<file path="config.mk">
export PLATFORM = sky130hd
export DESIGN_NAME = i2s_frame_transmitter
export DESIGN_NICKNAME = d
export VERILOG_FILES = /design/src/rtl/i2s_frame_transmitter.sv
export SDC_FILE = /design/constraint.sdc
export NUM_CORES = 1
export LEC_CHECK = 0
export ABC_AREA = 1
export CORE_MARGIN = 3
export CORE_UTILIZATION = 30
export DETAILED_ROUTE_END_ITERATION = 8
export PLACE_DENSITY = 0.6
export SETUP_SLACK_MARGIN = 0.05
export SLEW_MARGIN = 20
export SYNTH_ARGS = -nofsm -noshare
export SYNTH_HDL_FRONTEND = slang
export SYNTH_SLANG_ARGS = --single-unit
</file>
<file path="constraint.sdc">
create_clock -name serial_clk -period 2.1 [get_ports serial_clk]
set_input_delay 0.42 -clock serial_clk [delete_from_list [all_inputs] [get_ports serial_clk]]
set_output_delay 0.42 -clock serial_clk [all_outputs]
set_load 0.02 [all_outputs]
</file>
<file path="src/rtl/i2s_frame_transmitter.sv">
// I2S / left-justified stereo serializer: a one-deep holding register feeds per-frame
// shadow registers, and the shadows are shifted out MSB first in fixed-width slots.
module i2s_frame_transmitter #(
  parameter int unsigned DATA_W  = 24,
  parameter int unsigned SLOT_W  = 32,
  parameter int unsigned JUSTIFY = 0
) (
  input  logic                          serial_clk,
  input  logic                          reset,
  input  logic                          s_valid,
  output logic                          s_ready,
  input  logic [DATA_W-1:0]             s_left,
  input  logic [DATA_W-1:0]             s_right,
  output logic                          word_select,
  output logic                          sound_bit_out,
  output logic [$clog2(2*SLOT_W)-1:0]   bit_counter,
  output logic                          frame_start,
  output logic                          underrun
);

  localparam int unsigned CNT_W = $clog2(2*SLOT_W);
  localparam logic [CNT_W-1:0] LAST_CNT    = CNT_W'(2*SLOT_W - 1);
  localparam logic [CNT_W-1:0] RIGHT_START = CNT_W'(SLOT_W);
  localparam logic [CNT_W-1:0] WS_FIRST    = CNT_W'(SLOT_W - 1);
  localparam logic [CNT_W-1:0] WS_LAST     = CNT_W'(2*SLOT_W - 2);

  logic [DATA_W-1:0] hold_l, hold_r, shadow_l, shadow_r;
  logic              hold_full;

  logic [DATA_W-1:0] hold_l_n, hold_r_n, shadow_l_n, shadow_r_n;
  logic              hold_full_n;
  logic [CNT_W-1:0]  cnt_n, offset;
  logic [DATA_W-1:0] sample, shifted;
  logic              wrap, accept, right_n;
  logic              ws_n, bit_n, fs_n, ur_n;

  // Next-state and next-output logic; all outputs are derived from the next count so they
  // update together on one edge.
  always_comb begin
    wrap        = (bit_counter == LAST_CNT);
    accept      = s_valid && s_ready;
    cnt_n       = wrap ? '0 : bit_counter + CNT_W'(1);
    hold_l_n    = hold_l;
    hold_r_n    = hold_r;
    hold_full_n = hold_full;
    shadow_l_n  = shadow_l;
    shadow_r_n  = shadow_r;

    if (wrap) begin
      shadow_l_n = hold_full ? hold_l : '0;
      shadow_r_n = hold_full ? hold_r : '0;
    end

    // A sample accepted on the wrap cycle lands in the holding register for the next frame.
    if (wrap && hold_full) begin
      hold_full_n = 1'b0;
    end else if (accept) begin
      hold_full_n = 1'b1;
      hold_l_n    = s_left;
      hold_r_n    = s_right;
    end

    right_n = (cnt_n >= RIGHT_START);
    offset  = right_n ? cnt_n - RIGHT_START : cnt_n;
    sample  = right_n ? shadow_r_n : shadow_l_n;
    // Shifting past the sample width naturally yields the zero padding.
    shifted = sample << offset;
    bit_n   = shifted[DATA_W-1];

    if (JUSTIFY == 0) begin
      ws_n = (cnt_n >= WS_FIRST) && (cnt_n <= WS_LAST);
    end else begin
      ws_n = right_n;
    end

    fs_n = (cnt_n == '0);
    ur_n = wrap && !hold_full;
  end

  // State and output registers with synchronous active-low reset.
  always_ff @(posedge serial_clk) begin
    if (!reset) begin
      bit_counter   <= '0;
      hold_l        <= '0;
      hold_r        <= '0;
      hold_full     <= 1'b0;
      shadow_l      <= '0;
      shadow_r      <= '0;
      s_ready       <= 1'b0;
      word_select   <= 1'b0;
      sound_bit_out <= 1'b0;
      frame_start   <= 1'b1;
      underrun      <= 1'b0;
    end else begin
      bit_counter   <= cnt_n;
      hold_l        <= hold_l_n;
      hold_r        <= hold_r_n;
      hold_full     <= hold_full_n;
      shadow_l      <= shadow_l_n;
      shadow_r      <= shadow_r_n;
      s_ready       <= !hold_full_n;
      word_select   <= ws_n;
      sound_bit_out <= bit_n;
      frame_start   <= fs_n;
      underrun      <= ur_n;
    end
  end

endmodule

</file>
### Word level (Yosys, flattened, before mapping)

Cells that the tools add are included.
W data, S select, Z words.

* add/sub/neg operators: 2
* multipliers: 0
* div/mod/pow operators: 0
* $lt $le $gt $ge: 3
* eq/ne operators: 1
* shift operators: 1
* muxes and demuxes: 9
* bitwise operators: 1
* reductions and logical operators: 8

Operators by type and width (count)
* $mux W24: 5
* $shl A24 B6 Y24: 1
* $mux W6: 2
* $add A6 B1 Y6 const B: 1
* $eq A6 B6 Y1 const B: 1
* $ge A6 B5 Y1 const B: 1
* $ge A6 B6 Y1 const B: 1
* $le A6 B6 Y1 const B: 1
* $logic_not A6 Y1: 1
* $sub A6 B6 Y6 const B: 1
* $logic_and A1 B1 Y1: 4
* $logic_not A1 Y1: 2
* $mux W1: 2
* $reduce_and A2 Y1: 1
* $not A1 Y1: 1

* register bits: 108
* latch bits: 0
* RAM bits: 0
* memory bits (read-only): 0
* bits of input ports: 51
* output and inout port bits: 11
* memories kept: 0

### Logic depth before layout (Yosys ltp)

Gate-level depths: netlist (run 1).

* word-level depth: 5
* depth in mapped cells: 14
* gate-level depth less buffers: 13

### Least setup slack after synthesis (run 1)

No wires, ideal clock.

* path kind: register to register
* start point: reg bit_counter[0]
* end point: reg sound_bit_out
* library setup time: 0.132 ns
* arrival time: 1.960 ns
* data required time: 1.968 ns
* path slack: 0.009 ns
* cell stages (with the launch flop): 14
* path buffers: 1
* period minus slack after synthesis: 2.091 ns
* path through: dfxtp_1 -> ha_1 -> nand3_2 -> nor2_4 -> buf_4 -> nor2_1 -> nor2_1 -> nand2_1 -> nand3_1 -> nand3_1 -> nand3_1 -> nand3_1 -> nand3_1 -> a21oi_1

* word-level cells in the longest chain between the ends: 5

RTL lines
* from (decl): RTL line 16 `output logic [$clog2(2*SLOT_W)-1:0] bit_counter,`
* from (signal assigned): RTL line 95 `bit_counter <= cnt_n;`
* $add A6 B1 Y6 / $eq A6 B6 Y1 (equally long branches): RTL line 42, 40
* $mux W6: RTL line 42 `cnt_n = wrap ? '0 : bit_counter + CNT_W'(1);`
* $sub A6 B6 Y6 / $ge A6 B6 Y1 (equally long branches): RTL line 64, 63
* $mux W6 / $mux W24 (equally long branches): RTL line 64, 65
* $shl A24 B6 Y24 *: RTL line 67 `shifted = sample << offset;`
* to (signal assigned): RTL line 103 `sound_bit_out <= bit_n;`
* to (decl): RTL line 15 `output logic sound_bit_out,`

Every way passes the cells marked *; elsewhere a longest branch is shown, timed or not.
A chain may end at the register's enable or synchronous reset.

### Worst setup path after layout (run 1)

Same ends and word-level chain as after synthesis.

==> flow_metrics.py, run 1 <==
metrics = {
    "sta": {
        "rsz0062_at_grt": "true",
        "tightest_slew_ns": 0.415,
        "finalSetupViolCount": 0,
        "drv_slew": 0,
        "slew_headroom_pct": 72.4,
        "setup_ws_ns": 0.0447,
        "hold_viol_final": 0,
        "skew_ns": 0.00845,
        "finalSetupTns_ns": 0,
        "period_share_pct": 97.9,
        "timing.final.crit_period_ns": 2.06,
        "fmax_mhz": 487,
    },
    "global_route": {
        "grtUsageTotal_pct": 14.3,
        "grt_overflow": 0,
        "antenna_found_initial": 0,
        "grt_pass1_wl_mm": 19.3,
        "grt_max_degree": 50,
        "grt_pass1_vias": 3953,
    },
    "routing": {
        "postRouteWirelength_mm": 12.0,
        "drtIter0Drc": 227,
        "num_vias": 4264,
        "drc_errors": 0,
        "wl_per_cell_um": 12.9,
        "viasPerCell": 4.60,
        "postRouteAntennaNets": 0,
        "drtPass1Iterations": 5,
    },
    "synthesis": {
        "netlist_area_mm2": 0.00461,
        "avgSynthCellArea_um2": 6.87,
        "synth_nets": 725,
        "seq_area_frac_synth_pct": 46.9,
        "synth-seq-cells": 108,
        "synth_cell_type_count": 28,
        "yosysWarnings": 0,
        "synthCells": 671,
    },
    "floorplanning": {
        "die_h_um": 130,
        "die_area_mm2": 0.0169,
        "core_area_mm2": 0.0148,
        "num_rows": 44,
        "die_w_um": 130,
        "initial_core_util_pct": 31.2,
        "io_pins": 62,
    },
    "cts": {
        "clock_sinks": 108,
        "cts_buffers": 9,
        "insertion_delay_ns": 0.35,
        "ctsHoldBuffers": 0,
        "tritoncts": "done",
        "htreeDepth": 3,
        "clk_path_buf_depth": 2,
        "root_buffer": "clkbuf_16",
        "clk_pin_slew_worst_paths_ns": 0.07,
    },
    "layout": {
        "design_area_mm2": 0.00608,
        "syn2layout_area_growth_pct": 31.9,
        "diodes": 0,
        "drive_gt1_share_pct": 9.96,
        "final_nets": 792,
        "final_core_util_pct": 41.2,
        "mostFrequentLayoutCells": "nor2_1, nand2_1, dfxtp_1, clkdlybuf4s50_1, o21ai_0",
        "layout_commonest_cell": "nor2_1",
    },
    "worst_setup_path": {
        "crit_path_max_fanout": 6,
        "slowest_stage": "dfxtp_2",
        "arrival_ns": 2.34,
        "cpPeakStageDelay_ns": 0.34,
        "worst_setup_path_start_kind": "flip-flop",
        "crit_required_ns": 2.39,
        "endpoint_kind": "flip-flop",
        "crit_chain": "ha_4 -> buf_6 -> nand3_4 -> nor2_4 -> buf_12 -> clkbuf_16 -> nor2_4 -> buf_8 -> buf_6 -> nand3_1 -> nand3_1 -> nand3_1 -> nand3_2 -> nand3_2 -> a21oi_2",
        "crit_path_frequent_cell": "nand3_1",
        "critPathKind": "flip-flop to flip-flop",
    },
    "placed_design": {
        "dpl-instance-area_mm2": 0.00555,
        "place_ws_ns": 0.143,
        "gp_congestion": 0.862,
        "hpwl_mm": 8.10,
        "port_buffers": 61,
    },
    "pwr": {
        "peakVddDrop_uv": 397,
        "powerDensity_mw_per_mm2": 703,
        "p_leak_nw": 2.38,
    },
    "status": {
        "status": "complete, no violations",
    },
    "job": {
        "maxCapViolations": 0,
    },
    "worst_hold_path": {
        "hp-class": "flip-flop to flip-flop",
    },
}
final timing paths:
path	to	slack (ns)	from	depth (start not counted)
max	sound_bit_out$_SDFF_PP0_	0.04	bit_counter[0]$_SDFF_PN0_	15
min	hold_l[1]$_SDFFE_PN0P_	0.46	hold_l[1]$_SDFFE_PN0P_	2
max reg2reg	sound_bit_out$_SDFF_PP0_	0.04	bit_counter[0]$_SDFF_PN0_	15
min reg2reg	hold_l[1]$_SDFFE_PN0P_	0.46	hold_l[1]$_SDFFE_PN0P_	2
stage by stage:
stage | hold WS, ns | std cells | total power (W)
2_1_floorplan | 0.430 | 671 | 0.00245
3_3_place_gp | 0.448 | 903 | 0.00267
3_5_place_dp | 0.456 | 903 | 0.00267
4_1_cts | 0.466 | 919 | 0.00430
5_1_grt | 0.491 | 927 | 0.00447
6_report | 0.463 | 927 | 0.00427
cell families after synthesis:
logic type | count (synthesis) | synth area share [%]
adder cells (fa/ha/maj) | 3 | 0.815
buffers and inverters | 89 | 8.34
AND/OR/NAND/NOR | 369 | 32.2
XOR/XNOR | 1 | 0.190
flip-flops | 108 | 46.9
AO/OA/AOI/OAI | 101 | 11.6
flip-flops by register name, summed over array words and instances, names as in the netlist:
name / cells
underrun: 1
hold_full: 1
shadow_r: 24
hold_r: 24
sound_bit_out: 1
word_select: 1
shadow_l: 24
frame_start: 1
s_ready: 1
bit_counter: 6
hold_l: 24
report_power, final:
group	total, W	switching (W)	internal (W)
combinational	0.000466	0.000247	0.000219
sequential	0.00217	0.0000429	0.00213
clock	0.00164	0.000758	0.000877
synthesized netlist by cell type, drive strengths merged:
| master | number | share of area, % |
|---|---|---|
| a21oi | 36 | 4.1 |
| a31oi | 1 | 0.14 |
| nand3 | 46 | 5.1 |
| clkbuf | 17 | 1.4 |
| ha | 3 | 0.81 |
| a31o | 1 | 0.19 |
| nand2 | 122 | 10 |
| o21ai | 57 | 6.2 |
| nand4 | 2 | 0.27 |
| nor3 | 3 | 0.33 |
| dfxtp | 108 | 47 |
| o211ai | 4 | 0.65 |
| a21boi | 1 | 0.16 |
| xor2 | 1 | 0.19 |
| buf | 23 | 3.0 |
| inv | 49 | 4.0 |
| nor2 | 196 | 16 |
| a22oi | 1 | 0.16 |
critical path, delay by kind of cell (launching register included):
| family | cells | cell delay, ns |
|---|---|---|
| and+or+nand+nor | 8 | 0.68 |
| DFF | 1 | 0.34 |
| buffers and inverters | 5 | 0.68 |
| AOI/OAI and AO/OA | 1 | 0.12 |
| adders and majority gates | 1 | 0.16 |
layout make-up:
cell class | count | area [um^2]
clock inverter | 4 | 33.8
sequential | 108 | 2160
inverter | 49 | 186
fill | 1530 | 8680
tap | 184 | 230
clock buffer | 12 | 256
timing repair buffer | 96 | 1070
multi-input combinational | 474 | 2140
what timing repair did:
item / in CTS / in global routing
endpoints found under the hold margin: 0 / 0
setup endpoints to repair: 0 / 1
resized for setup: 0 / 25
buffers inserted: 0 / 4
metal layers:
metal | GRT usage, % | share of wire, % | up-vias | routed length [um]
li1 | - | - | 2245 | -
met1 | 21.4 | 52 | 1919 | 6180
met2 | 20.7 | 43 | 91 | 5120
met3 | 3.32 | 4.4 | 9 | 526
met4 | 3.55 | 1.1 | 0 | 135
met5 | 0 | 0 | - | 0
No activity file was read; power rests on OpenSTA's default activity.
==> inputs of run 2 (changes only) <==
SKIP_CTS_REPAIR_TIMING = 1   (was default)
==> results of run 2 <==
No change in the layout: final DEF, timing and power equal those of run 1.
